**config.mk**
```make
export PLATFORM = sky130hd
export DESIGN_NAME = lfsr_bist_ctrl
export DESIGN_NICKNAME = d
export VERILOG_FILES = /design/src/rtl/lfsr_bist_pkg.sv /design/src/rtl/lfsr_bist_misr.sv /design/src/rtl/lfsr_bist_ctrl.sv
export SDC_FILE = /design/constraint.sdc
export NUM_CORES = 1
export LEC_CHECK = 0
export ABC_CLOCK_PERIOD_IN_PS = 1700
export BUFFER_PORTS_ARGS = -buffer_cell sky130_fd_sc_hd__buf_4
export CAP_MARGIN = 20
export CORE_ASPECT_RATIO = 0.9
export CORE_UTILIZATION = 35
export CTS_CLUSTER_SIZE = 28
export DETAILED_ROUTE_END_ITERATION = 10
export GPL_ROUTABILITY_DRIVEN = 0
export HOLD_SLACK_MARGIN = 0.1
export PLACE_DENSITY = 0.68
export SLEW_MARGIN = 20
export SYNTH_ARGS = -nofsm -noshare
export SYNTH_HDL_FRONTEND = slang
export SYNTH_SLANG_ARGS = --single-unit
```
**constraint.sdc**
```tcl
create_clock -name clk -period 1.7 [get_ports clk]
set_input_delay 0.34 -clock clk [delete_from_list [all_inputs] [get_ports clk]]
set_output_delay 0.34 -clock clk [all_outputs]
set_load 0.01 [all_outputs]
```
**src/rtl/lfsr_bist_pkg.sv**
```systemverilog
// ---------------------------------------------------------------------------
// lfsr_bist_pkg
// Shared definitions for the LFSR BIST sequencer:
//   - state_t      : controller state encoding
//   - MISR_TAPS    : feedback taps of the 8-bit signature register (7,5,4,3)
//   - DEFAULT_*    : default pattern/signature width and counter width
//   - misr_next()  : one MISR compaction step
// ---------------------------------------------------------------------------
package lfsr_bist_pkg;

  localparam int DEFAULT_WIDTH = 8;
  localparam int DEFAULT_CNT_W = 16;

  // Feedback taps of the MISR: bits 7, 5, 4 and 3.
  localparam logic [DEFAULT_WIDTH-1:0] MISR_TAPS = 8'b1011_1000;

  typedef enum logic [2:0] {
    IDLE    = 3'd0,
    CLEAR   = 3'd1,
    RUN     = 3'd2,
    DRAIN   = 3'd3,
    COMPARE = 3'd4,
    DONE    = 3'd5
  } state_t;

  // Shift left, feed the tap parity into bit 0, then fold in the response.
  function automatic logic [DEFAULT_WIDTH-1:0] misr_next(
    input logic [DEFAULT_WIDTH-1:0] sig,
    input logic [DEFAULT_WIDTH-1:0] data
  );
    return {sig[DEFAULT_WIDTH-2:0], ^(sig & MISR_TAPS)} ^ data;
  endfunction

endpackage

```
**src/rtl/lfsr_bist_misr.sv**
```systemverilog
// ---------------------------------------------------------------------------
// lfsr_bist_misr
// Multiple-input signature register compacting CUT responses.
// Ports:
//   clk     in   clock, rising edge
//   reset   in   asynchronous active-high reset (clears signature)
//   clear   in   synchronous clear to zero (wins over capture)
//   capture in   absorb `data` this cycle
//   data    in   WIDTH  CUT response
//   sig     out  WIDTH  current signature
// ---------------------------------------------------------------------------
module lfsr_bist_misr
  import lfsr_bist_pkg::*;
#(
  parameter int WIDTH = DEFAULT_WIDTH
) (
  input  logic             clk,
  input  logic             reset,
  input  logic             clear,
  input  logic             capture,
  input  logic [WIDTH-1:0] data,
  output logic [WIDTH-1:0] sig
);

  // Signature register: clear has priority, otherwise compact on capture.
  always_ff @(posedge clk or posedge reset) begin
    if (reset) begin
      sig <= {WIDTH{1'b0}};
    end else if (clear) begin
      sig <= {WIDTH{1'b0}};
    end else if (capture) begin
      sig <= misr_next(sig, data);
    end else begin
      sig <= sig;
    end
  end

endmodule

```
**src/rtl/lfsr_bist_ctrl.sv**
```systemverilog
// ---------------------------------------------------------------------------
// lfsr_bist_ctrl
// BIST sequencer: on start clears the external LFSR, steps it for N patterns,
// compacts the CUT responses in a MISR and compares against a golden value.
// Ports:
//   clk, reset        clock (rising edge), async active-high reset
//   start, abort      run request (accepted in IDLE/DONE), run termination
//   pattern_count     number of patterns N, latched on accepted start
//   golden            expected signature, latched on accepted start
//   lfsr_out          current LFSR state (pattern applied to the CUT)
//   cut_resp          CUT response, valid one cycle after its pattern
//   lfsr_reset        synchronous clear to the LFSR (CLEAR state)
//   lfsr_enable       LFSR step enable (RUN state)
//   pattern_valid     CUT samples lfsr_out this cycle (RUN state)
//   busy              run in progress
//   done, pass        result valid / signature matched golden
//   signature         live MISR contents (only with LFSR_BIST_SIGNATURE_EN)
// Optional feature macro: LFSR_BIST_SIGNATURE_EN
// ---------------------------------------------------------------------------
module lfsr_bist_ctrl
  import lfsr_bist_pkg::*;
#(
  parameter int WIDTH = DEFAULT_WIDTH,
  parameter int CNT_W = DEFAULT_CNT_W
) (
  input  logic             clk,
  input  logic             reset,
  input  logic             start,
  input  logic             abort,
  input  logic [CNT_W-1:0] pattern_count,
  input  logic [WIDTH-1:0] golden,
  input  logic [WIDTH-1:0] lfsr_out,
  input  logic [WIDTH-1:0] cut_resp,
  output logic             lfsr_reset,
  output logic             lfsr_enable,
  output logic             pattern_valid,
  output logic             busy,
  output logic             done,
`ifdef LFSR_BIST_SIGNATURE_EN
  output logic             pass,
  output logic [WIDTH-1:0] signature
`else
  output logic             pass
`endif
);

  localparam logic [CNT_W-1:0] CNT_ZERO = {CNT_W{1'b0}};
  localparam logic [CNT_W-1:0] CNT_ONE  = {{(CNT_W-1){1'b0}}, 1'b1};

  state_t           state_r;
  logic [CNT_W-1:0] cnt_r;
  logic [WIDTH-1:0] golden_r;
  logic             capture_r;
  logic [WIDTH-1:0] sig_s;

  // The pattern goes straight from the generator to the CUT; the controller
  // only observes it, so it is folded into a deliberately unused net.
  logic lfsr_out_unused_s;
  assign lfsr_out_unused_s = ^lfsr_out;

  // Controller FSM with counter, golden latch and registered outputs.
  // Outputs are assigned from the state being entered, so they are valid
  // for the whole cycle spent in that state.
  always_ff @(posedge clk or posedge reset) begin
    if (reset) begin
      state_r       <= IDLE;
      cnt_r         <= CNT_ZERO;
      golden_r      <= {WIDTH{1'b0}};
      lfsr_reset    <= 1'b0;
      lfsr_enable   <= 1'b0;
      pattern_valid <= 1'b0;
      busy          <= 1'b0;
      done          <= 1'b0;
      pass          <= 1'b0;
    end else if (abort) begin
      // Abort beats a simultaneous start and drops every enable at once.
      state_r       <= IDLE;
      cnt_r         <= CNT_ZERO;
      golden_r      <= golden_r;
      lfsr_reset    <= 1'b0;
      lfsr_enable   <= 1'b0;
      pattern_valid <= 1'b0;
      busy          <= 1'b0;
      done          <= 1'b0;
      pass          <= 1'b0;
    end else begin
      case (state_r)
        IDLE, DONE: begin
          if (start) begin
            state_r    <= CLEAR;
            cnt_r      <= pattern_count;
            golden_r   <= golden;
            lfsr_reset <= 1'b1;
            busy       <= 1'b1;
            done       <= 1'b0;
            pass       <= 1'b0;
          end else begin
            state_r    <= state_r;
            cnt_r      <= cnt_r;
            golden_r   <= golden_r;
            lfsr_reset <= 1'b0;
            busy       <= 1'b0;
            done       <= done;
            pass       <= pass;
          end
          lfsr_enable   <= 1'b0;
          pattern_valid <= 1'b0;
        end
        CLEAR: begin
          lfsr_reset <= 1'b0;
          if (cnt_r == CNT_ZERO) begin
            // Nothing to apply: the cleared MISR is compared directly.
            state_r       <= COMPARE;
            lfsr_enable   <= 1'b0;
            pattern_valid <= 1'b0;
          end else begin
            state_r       <= RUN;
            lfsr_enable   <= 1'b1;
            pattern_valid <= 1'b1;
          end
        end
        RUN: begin
          cnt_r <= cnt_r - CNT_ONE;
          // cnt_r == 1 means this is the last pattern cycle.
          if (cnt_r == CNT_ONE) begin
            state_r       <= DRAIN;
            lfsr_enable   <= 1'b0;
            pattern_valid <= 1'b0;
          end else begin
            state_r       <= RUN;
            lfsr_enable   <= 1'b1;
            pattern_valid <= 1'b1;
          end
        end
        DRAIN: begin
          // Last response is absorbed by the MISR during this cycle.
          state_r <= COMPARE;
        end
        COMPARE: begin
          state_r <= DONE;
          pass    <= (sig_s == golden_r);
          done    <= 1'b1;
          busy    <= 1'b0;
        end
        default: begin
          state_r       <= IDLE;
          cnt_r         <= CNT_ZERO;
          lfsr_reset    <= 1'b0;
          lfsr_enable   <= 1'b0;
          pattern_valid <= 1'b0;
          busy          <= 1'b0;
          done          <= 1'b0;
          pass          <= 1'b0;
        end
      endcase
    end
  end

  // Capture flag: a pattern applied in cycle k yields its response in k+1.
  always_ff @(posedge clk or posedge reset) begin
    if (reset) begin
      capture_r <= 1'b0;
    end else begin
      capture_r <= pattern_valid;
    end
  end

  // The MISR is cleared during CLEAR, exactly when the LFSR is cleared.
  // No capture can occur in COMPARE or DONE, so the signature stays frozen
  // there until the next CLEAR.
  lfsr_bist_misr #(
    .WIDTH(WIDTH)
  ) u_misr (
    .clk    (clk),
    .reset  (reset),
    .clear  (lfsr_reset),
    .capture(capture_r),
    .data   (cut_resp),
    .sig    (sig_s)
  );

`ifdef LFSR_BIST_SIGNATURE_EN
  assign signature = sig_s;
`endif

endmodule

```
-- Word level (Yosys, flattened, before mapping)
Cells that the tools add are included.
- memories: 0
- bits of input ports: 44
- bits in writable memories: 0
- latch bits: 0
- word-level logic and storage cells: 61
- memory bits (read-only): 0
- output and inout bits: 6
- bits in registers: 41
- bitwise operators: 2
- muxes and demuxes: 24
- $mul: 0
- equal/unequal tests: 12
- $add $sub $neg: 1
- shift-type cells: 0
- reductions and logical operators: 12
- divide/modulo/power cells: 0
- magnitude comparators: 0
- operators by type and width (cell ; count):
    $pmux 16 s3 ; 1
    $mux 16 ; 2
    $eq 16x1->1 const B ; 1
    $logic_not 16->1 ; 1
    $mux 8 ; 2
    $sub 16x1->16 const B ; 1
    $pmux 3 s5 ; 1
    $mux 1 ; 10
    $mux 3 ; 3
    $pmux 1 s3 ; 3
    $reduce_or 3->1 ; 3
    $eq 8x8->1 ; 1
    $ne 2x1->1 const B ; 4
    $reduce_xor 8->1 ; 1
    $xor 8x8->8 ; 1
    $eq 3x2->1 const B ; 2
    $eq 3x3->1 const B ; 2
    $pmux 1 s2 ; 2
    $reduce_and 2->1 ; 2
    $reduce_or 2->1 ; 2
    $eq 3x1->1 const B ; 1
    $logic_not 3->1 ; 1
    $ne 3x3->1 const B ; 1
    $reduce_and 3->1 ; 1
    other kinds (2) ; 2

-- Longest topological paths before layout
Gate-level depths: netlist of the first run.
- word-level depth: 4
- gate-level depth with buffers: 7
- depth with buffers taken out: 7

-- Cells and area by module
From an unflattened synthesis of the first run, not the netlist that was laid out.
- cells, all modules: 259
- area, all modules: 2478.6 sq um
- modules (own cells, without submodules) (module ; seq. area each (sq um) ; cells each ; times used ; area an instance (sq um)):
    lfsr_bist_ctrl ; 825.8 ; 220 ; 1 ; 2053.2
    lfsr_bist_misr ; 200.2 ; 39 ; 1 ; 425.4

-- Worst setup path after synthesis of the first run
No wires, ideal clock.
- path kind: register to register
- from: reg cnt_r[8]
- to: reg cnt_r[13]
- path slack: -94 ps
- clock period less this slack: 1794 ps
- setup time: 64 ps
- data arrival time: 1730 ps
- buffers on the path: 0
- data required time: 1636 ps
- cell stages (with the launch flop): 6
- cells stage by stage: dfrtp_1 > or3_4 > or3_1 > or4_1 > nand2_1 > a221o_2
- longest elaborated chain between the ends: 3
- RTL lines (what ; RTL line ; text):
    start, declared ; lfsr_bist_ctrl.sv:51 ; logic [CNT_W-1:0] cnt_r;
    start signal, assigned ; lfsr_bist_ctrl.sv:91 ; cnt_r <= pattern_count;
    start signal, assigned ; lfsr_bist_ctrl.sv:99 ; cnt_r <= cnt_r;
    start signal, assigned ; lfsr_bist_ctrl.sv:123 ; cnt_r <= cnt_r - CNT_ONE;
    $sub 16x1->16 ; lfsr_bist_ctrl.sv:123 ;
    $pmux 16 s3 ; lfsr_bist_ctrl.sv:87 ; case (state_r)
    $mux 16 ; lfsr_bist_ctrl.sv:75 ; end else if (abort) begin
Every way passes these cells.
A chain may end at the register's enable or synchronous reset.

-- Worst setup path in the final report of the first run
- from: reg cnt_r[9]
- to: reg cnt_r[13]
The elaborated chain is that of the path after synthesis.

==> reports/metrics.yaml, run 1 <==
mux_cell_area_share_after_synthesis_pct: 5.190
cts_buffers: 5
synth.cell_area_sq_um: 2338
cts_hold_repair.buffers: 0
cp.buffers_inverters: 0
r2r-start: "cnt_r[9]"
r2r_setup_slack_ns: -0.04
synthesized_flop_and_latch_total: 41
pwr_density_cell_nw_per_um2: 1129
die-area_sq_um: 7013
failed_checks: "setup timing"
route.detailed.drc: 0
end_kind: "register"
buffer_ports.inserted: 41
cts.sinks: 41
core_sq_um: 6284
drt-pass1-iter-count: 4
synth_xor_area_share_pct: 8.240
maxCapViolCount: 0
slew_violations: 0
maxClockFrequency_mhz: 574.0
worst_slew_pin_slew_ns: 0.5168
via_count: 2078
clk_pin_slew_ns: 0.08
routed_via_count_divided_by_cell_count: 5.068
grt_overflow: 0
finalCritPeriodShare_pct: 102.5
hold_ws_ns: 0.1735
synth_adder_area_share_pct: 1.605
synth.yosys.warnings: 0
result_of_the_run: "complete, but fails checks"
synthSimpleGateAreaFrac_pct: 19.10
finalCoreUtilization_pct: 50.40
fraction_of_final_layout_cells_with_drive_strength_greater_than_1_pct: 33.75
die_height_um: 79.55
grt_max_degree: 42
cp_common_cell: "sky130_fd_sc_hd__or3_4"
global_route.usage.total_pct: 17.39
critical_path.cell_chain: "or3_4, or3_4, o211ai_1, nand2_1, a221o_2"
smallest_setup_slack_after_layout_ns: -0.04204
max_root_sink_buffers: 2
nets: 370
number_of_global_route_vias_before_repair: 1991
startpoint_type: "register"
post-synth-top-area-cell: "sky130_fd_sc_hd__dfrtp_1"
synthCells: 251
ioPinCount: 50
hpwl_um: 4059
cts_tree: "built"
worst_skew_pair.late_latency_ns: 0.29
floorplan.initialDensity_pct: 37.22
synthDistinctLibCells: 44
ys_seq_area_share_pct: 43.87
worst_ep_required_time_ns: 1.88
worstPathMaxFanout: 3
synth.avg_cell_area_sq_um: 9.317
synth.net_count: 298
synth_top_area_share_pct: 43.87
finalSetupTns_ns: -0.05706
areaGrowthSynthToFinish_pct: 35.42
peak_per_stage_delay_on_the_critical_path_ns: 0.40
post_synth_main_area_contributors: "sky130_fd_sc_hd__dfrtp_1 44%, sky130_fd_sc_hd__nor2_1 4.8%, sky130_fd_sc_hd__mux2_2 4.3%, sky130_fd_sc_hd__o21ai_0 4.3%, sky130_fd_sc_hd__xnor2_1 4.1%"
synth-compound-area-share_pct: 18.73
global_route_wire_length_before_repair_um: 9453
holdCritPathClass: "input pin to async pin"
worst_slew_margin_rel_pct: 65.55
detailedRoute.firstIterationViolations: 126
worstSetupPathType: "register to register"
power.leakage_nw: 1.447
worst_clock_skew_ns: 0.004223
finalWirelength_um: 5692
crit-reg2reg-capture: "cnt_r[13]"
worst-endpoint-arrival_ns: 1.93
finalHoldViolations: 0
insertedDiodeCount: 0
ant_nets: 0
setup_repair_after_global_routing_missed_its_margin: "true"
die_width_um: 88.16
slowest_stage: "sky130_fd_sc_hd__or3_4"
timing.final.crit_period_ns: 1.742
antenna_found_initial: 0
synth_top_family_by_area: "simple AND/OR/NAND/NOR gates"
core.rowCount: 27
number_of_h_tree_levels: 2
clock-root-buffer: "sky130_fd_sc_hd__clkbuf_8"
critical-path-top-delay-family: "simple AND/OR/NAND/NOR gates"
report.final.setup_viol: 2
wl_per_cell_um: 13.88
reg2reg_depth: 5
ir_drop_mv: 0.3430
[where the power goes]
group	total (mW)	internal (mW)	switching (mW)
sequential	1.43	1.19	0.240
clock	0.774	0.427	0.347
combinational	1.37	0.753	0.620
total	3.57	2.37	1.21
[synth_stat cells, drive strengths merged]
| cell type | number |
|---|---|
| a32oi | 1 |
| nor2 | 30 |
| nand3 | 4 |
| or4 | 2 |
| o21a | 2 |
| a22o | 8 |
| or3 | 2 |
| a31oi | 1 |
| nand2 | 20 |
| and3 | 2 |
| mux2 | 9 |
| and2b | 1 |
| a211oi | 8 |
| a211o | 1 |
| clkbuf | 6 |
| a22oi | 8 |
| mux2i | 2 |
| nor3 | 6 |
| xor2 | 11 |
| o31a | 1 |
| ha | 3 |
| o211ai | 3 |
| nand2b | 4 |
| dfrtp | 41 |
| o22ai | 2 |
| xnor2 | 11 |
| buf | 7 |
| nor3b | 2 |
| clkinv | 1 |
| inv | 4 |
| a221oi | 1 |
| nand4 | 1 |
| and2 | 2 |
| nand4b | 1 |
| nor4 | 6 |
| a21oi | 9 |
| nand3b | 2 |
| o21ai | 20 |
| nor2b | 5 |
| a221o | 1 |
[cells by family after synthesis]
logic type | after synthesis
xor gates and xnor gates | 22
buffers and inverters | 18
AOI/OAI and AO/OA | 66
and+or+nand+nor | 90
adders and majority gates | 3
muxes | 11
DFF | 41
[area by class of cell]
| class | instances | area [sq um] |
|---|---|---|
| Clock buffer | 5 | 68.82 |
| Clock inverter | 2 | 35.03 |
| Fill cell | 592 | 3117 |
| Inverter | 5 | 18.77 |
| Multi-Input combinational cell | 192 | 1294 |
| Sequential cell | 41 | 1027 |
| Tap cell | 87 | 108.9 |
| Timing Repair Buffer | 78 | 614.3 |
[per-layer routing]
layer | vias up | GRT usage (%) | routed length, um
met4 | 0 | 5.968 | 84
met1 | 980 | 25.15 | 2793
met5 | - | 0 | 0
li1 | 1036 | - | -
met2 | 53 | 25.54 | 2494
met3 | 9 | 3.516 | 319
[sequential cells by signal (all words and copies together) (netlist names)]
register / cells
pattern_valid: 1
state_r: 3
done: 1
u_misr.sig: 8
lfsr_reset: 1
busy: 1
capture_r: 1
pass: 1
golden_r: 8
cnt_r: 16
[through the flow]
| step | power [mW] | cell area, sq um | cells | worst slack [ns] |
|---|---|---|---|---|
| 2_1_floorplan | 2.242 | 2338 | 251 | -0.05339 |
| 3_3_place_gp | 2.705 | 2985 | 401 | -0.04868 |
| 3_5_place_dp | 2.734 | 2985 | 401 | -0.1338 |
| 4_1_cts | 3.542 | 3115 | 409 | -0.04391 |
| 5_1_grt | 3.831 | 3167 | 410 | -0.09373 |
| 6_report | 3.575 | 3167 | 410 | -0.04204 |
[how the worst max path moves through the flow]
| stage | start | end | slack, ns | depth (start not counted) |
|---|---|---|---|---|
| after floorplan | cnt_r[8] | cnt_r[13] | -0.05 | 5 |
| after detailed placement | cnt_r[9] | state_r[0] | -0.13 | 6 |
| after global routing | cnt_r[9] | cnt_r[13] | -0.09 | 5 |
| after global placement | cnt_r[9] | cnt_r[13] | -0.05 | 5 |
| after CTS | cnt_r[9] | cnt_r[13] | -0.04 | 5 |
| final | cnt_r[9] | cnt_r[13] | -0.04 | 5 |
[timing repair]
item                                    CTS  global route
setup buffers                             1             1
resized for setup                         4            12
endpoints found under the setup margin    5            25
pin swaps                                 2             1
[worst reg2reg max path, delay by kind of cell (launching register included)]
kind,cells,cell delay (ns)
AOI/OAI and AO/OA,2,0.45
DFF,1,0.38
and+or+nand+nor,3,0.81
[layout by cell type (no fill, tap or decap), types with 2 or more instances in the layout]
cell type                  Yosys  final
sky130_fd_sc_hd__buf_4         1     75
sky130_fd_sc_hd__dfrtp_1      41     40
sky130_fd_sc_hd__nor2_1       30     28
sky130_fd_sc_hd__nand2_1      20     20
sky130_fd_sc_hd__o21ai_0      20     18
sky130_fd_sc_hd__xor2_1       11     11
sky130_fd_sc_hd__xnor2_1      11     11
sky130_fd_sc_hd__a21oi_1       9      9
sky130_fd_sc_hd__mux2_2        9      9
sky130_fd_sc_hd__a22oi_1       8      8
sky130_fd_sc_hd__a22o_1        8      8
sky130_fd_sc_hd__a211oi_1      8      8
sky130_fd_sc_hd__nor4_1        6      6
sky130_fd_sc_hd__clkbuf_8      0      5
sky130_fd_sc_hd__nor2b_1       5      4
sky130_fd_sc_hd__inv_1         4      4
sky130_fd_sc_hd__nand2b_1      4      3
sky130_fd_sc_hd__nor3_1        5      3
sky130_fd_sc_hd__o211ai_1      3      3
sky130_fd_sc_hd__nand3_1       4      3
sky130_fd_sc_hd__ha_1          3      3
sky130_fd_sc_hd__nand3b_1      2      2
sky130_fd_sc_hd__nor2_2        0      2
sky130_fd_sc_hd__nor3b_1       2      2
sky130_fd_sc_hd__nor3_2        1      2
sky130_fd_sc_hd__or3_4         1      2
sky130_fd_sc_hd__or4_1         2      2
sky130_fd_sc_hd__and3_1        2      2
sky130_fd_sc_hd__and2_1        2      2
sky130_fd_sc_hd__o22ai_1       2      2
sky130_fd_sc_hd__o21a_1        2      2
sky130_fd_sc_hd__mux2i_1       2      2
sky130_fd_sc_hd__buf_12        0      2
Power figures use the tool's default switching activity.
==> inputs of run 2 (changes only) <==
Settings changed: CORE_UTILIZATION 35 to 49, PLACE_DENSITY 0.68 to 0.87.
==> reports/metrics.yaml, run 2 (synthesized netlist as in run 1, its figures left out) <==
crit-reg2reg-capture: "cnt_r[13]"
detailedRoute.firstIterationViolations: 203  # +61%
failed_checks: "setup timing"
clock-root-buffer: "sky130_fd_sc_hd__clkbuf_8"
core.rowCount: 23  # -15%
nets: 366  # -1.1%
placement.setup.worst_slack_ns: -0.1778  # -0.04407 ns
worst_slew_pin_slew_ns: 0.5201  # +0.003338 ns
antenna_found_initial: 0  # unchanged
global_route_wire_length_before_repair_um: 8983  # -5.0%
wl_per_cell_um: 15.35  # +11%
result_of_the_run: "complete, but fails checks"
sequential_cell_area_sq_um: 1026  # -0.12%
reg2reg_depth: 5  # unchanged
sw_frac_of_total_pct: 35.37  # +1.6 points
finalCritPeriodShare_pct: 104.3  # +1.8 points
finalWirelength_um: 5849  # +2.8%
critical_path.cell_chain: "or3_4, or3_1, or4_1, nand2_1, a221o_2"
hpwl_um: 3979  # -2.0%
mostFrequentLayoutCell: "sky130_fd_sc_hd__buf_4"
clk_pin_slew_ns: 0.08  # about the same
registers.top_by_ff_count: "cnt_r"
maxCapViolCount: 0  # unchanged
internal_power_mw: 2.245  # -5.1%
worstSetupPathDepth: 5  # unchanged
routed_via_count_divided_by_cell_count: 5.593  # +10%
fraction_of_final_layout_cells_with_drive_strength_greater_than_1_pct: 32.92  # -0.83 points
area_of_the_multi_input_gates_sq_um: 1304  # +0.77%
non_filler_cells_final: 381  # -7.1%
drt-pass1-iter-count: 4  # unchanged
worstSetupPathType: "register to register"
ant_nets: 0  # unchanged
worst_clock_skew_ns: 0.007158  # +0.002934 ns
num-fill-cells: 345  # -42%
dpl.cell_count: 370  # -7.7%
max_root_sink_buffers: 2  # unchanged
insertedDiodeCount: 0  # unchanged
worstPathMaxFanout: 2  # -1
peak_per_stage_delay_on_the_critical_path_ns: 0.42  # +0.02 ns
cts.sinks: 41  # unchanged
grt_overflow: 0  # unchanged
floorplan.initialDensity_pct: 51.76  # +15 points
holdCritPathClass: "input pin to async pin"
cts_tree: "built"
areaGrowthSynthToFinish_pct: 31.73
ioPinCount: 50  # unchanged
worst_skew_pair.late_latency_ns: 0.30  # about the same
r2r-start: "cnt_r[10]"
finalCoreUtilization_pct: 68.18  # +18 points
largest_register_ff_count: 16  # unchanged
number_of_global_route_vias_before_repair: 1949  # -2.1%
end_kind: "register"
die-area_sq_um: 5053  # -28%
maxClockFrequency_mhz: 564.2  # -1.7%
die_height_um: 67.54  # -15%
cp-endpoint: "cnt_r[13]"
timing.final.crit_period_ns: 1.772  # +0.03024 ns
worst-endpoint-arrival_ns: 2.01  # +0.08 ns
cts_hold_repair.buffers: 0  # unchanged
r2r_setup_slack_ns: -0.07  # -0.03 ns
via_count: 2131  # +2.6%
core_sq_um: 4518  # -28%
setup_repair_after_global_routing_missed_its_margin: "true"
clock_power_share_pct: 18.6  # -3.1 points
smallest_setup_slack_after_layout_ns: -0.07228  # -0.03024 ns
worst_slew_margin_rel_pct: 65.33  # -0.22 points
finalHoldViolations: 0  # unchanged
worst_ep_required_time_ns: 1.94  # +0.06 ns
mostFrequentLayoutCells: "73 x sky130_fd_sc_hd__buf_4, 41 x sky130_fd_sc_hd__dfrtp_1, 28 x sky130_fd_sc_hd__nor2_1, 19 x sky130_fd_sc_hd__nand2_1, 19 x sky130_fd_sc_hd__o21ai_0"
grt_max_degree: 42  # unchanged
power.share.combinational_pct: 40.1  # +1.7 points
global_route.usage.total_pct: 23.74  # +6.4 points
number_of_h_tree_levels: 2  # unchanged
sequential_fraction_of_design_power_pct: 41.3  # +1.4 points
power.leakage_nw: 1.418  # -2.0%
layout_top_registers: "cnt_r (16), golden_r (8), u_misr.sig (8)"
pwr_density_cell_nw_per_um2: 1128  # about the same
die_width_um: 74.82  # -15%
cts_buffers: 5  # unchanged
slew_violations: 0  # unchanged
buffer_ports.inserted: 41  # unchanged
route.detailed.drc: 0  # unchanged
report.final.setup_viol: 2  # unchanged
ir_drop_mv: 0.5526  # +61%
cp.buffers_inverters: 0  # unchanged
startpoint_type: "register"
netSwitchingPower_mw: 1.229  # +1.8%
slowest_stage: "sky130_fd_sc_hd__or4_1"
startpoint: "cnt_r[10]"
critical-path-top-delay-family: "simple AND/OR/NAND/NOR gates"
run 2: cell count changes in the layout (fill, tap and decap cells not counted), sizes merged:
cell | before | now
buf | 78 | 74
clkinv | 2 | 1
bufinv | 1 | 0
clkbuf | 5 | 7
run 2: metrics by stage:
step	area, sq um	total power, mW	setup TNS [ns]	hold WS, ns
after global placement	2897	2.633	-1.663	0.4765
after global routing	3080	3.685	-0.2941	0.2316
after CTS	3022	3.411	-0.07154	0.1849
final	3080	3.474	-0.07601	0.1734
after floorplan	2338	2.242	-0.05339	0.4643
after detailed placement	2897	2.696	-1.506	0.4878
run 2: layout make-up:
| class | count | area share, % |
|---|---|---|
| flip-flops and latches | 41 | 33.31 |
| well taps | 62 | 2.518 |
| repair buffers | 74 | 18.44 |
| inverters | 5 | 0.6093 |
| multi-input cells | 192 | 42.32 |
| clock buffers | 7 | 2.803 |
run 2: how the worst min path moves through the flow:
stage                        startpoint         to  slack [ns]  cells after the start
after global routing              reset   cnt_r[6]        0.23                      3
final                             reset   cnt_r[5]        0.17                      3
after floorplan                cnt_r[4]   cnt_r[4]        0.46                      2
after global placement    pattern_valid  capture_r        0.48                      0
after CTS                         reset   cnt_r[6]        0.18                      3
after detailed placement  pattern_valid  capture_r        0.49                      0
run 2: power by group through the flow:
stage / logic [mW] / clock network [mW] / registers [mW]
3_3_place_gp: 1.21 / 0 / 1.42
5_1_grt: 1.53 / 0.688 / 1.46
3_5_place_dp: 1.26 / 0 / 1.43
4_1_cts: 1.34 / 0.658 / 1.42
6_report: 1.39 / 0.647 / 1.43
2_1_floorplan: 0.862 / 0 / 1.38
run 2: worst min-delay path, cell delays in order:
cell and delay, ns:
sky130_fd_sc_hd__buf_4 0.11, sky130_fd_sc_hd__inv_1 0.04, sky130_fd_sc_hd__buf_4 0.44
run 2: repair_timing:
action / CTS / global route
setup buffers: 3 / 1
resized for setup: 4 / 12
setup endpoints to repair: 16 / 22
pin swaps: 7 / 1
run 2: per-layer routing:
layer	vias up	GRT usage, %	share of wire (%)
li1	1032	-	-
met1	1022	31.94	44
met2	66	37.50	49
met3	11	4.030	4.8
met4	0	10.85	2.1
met5	-	0	0
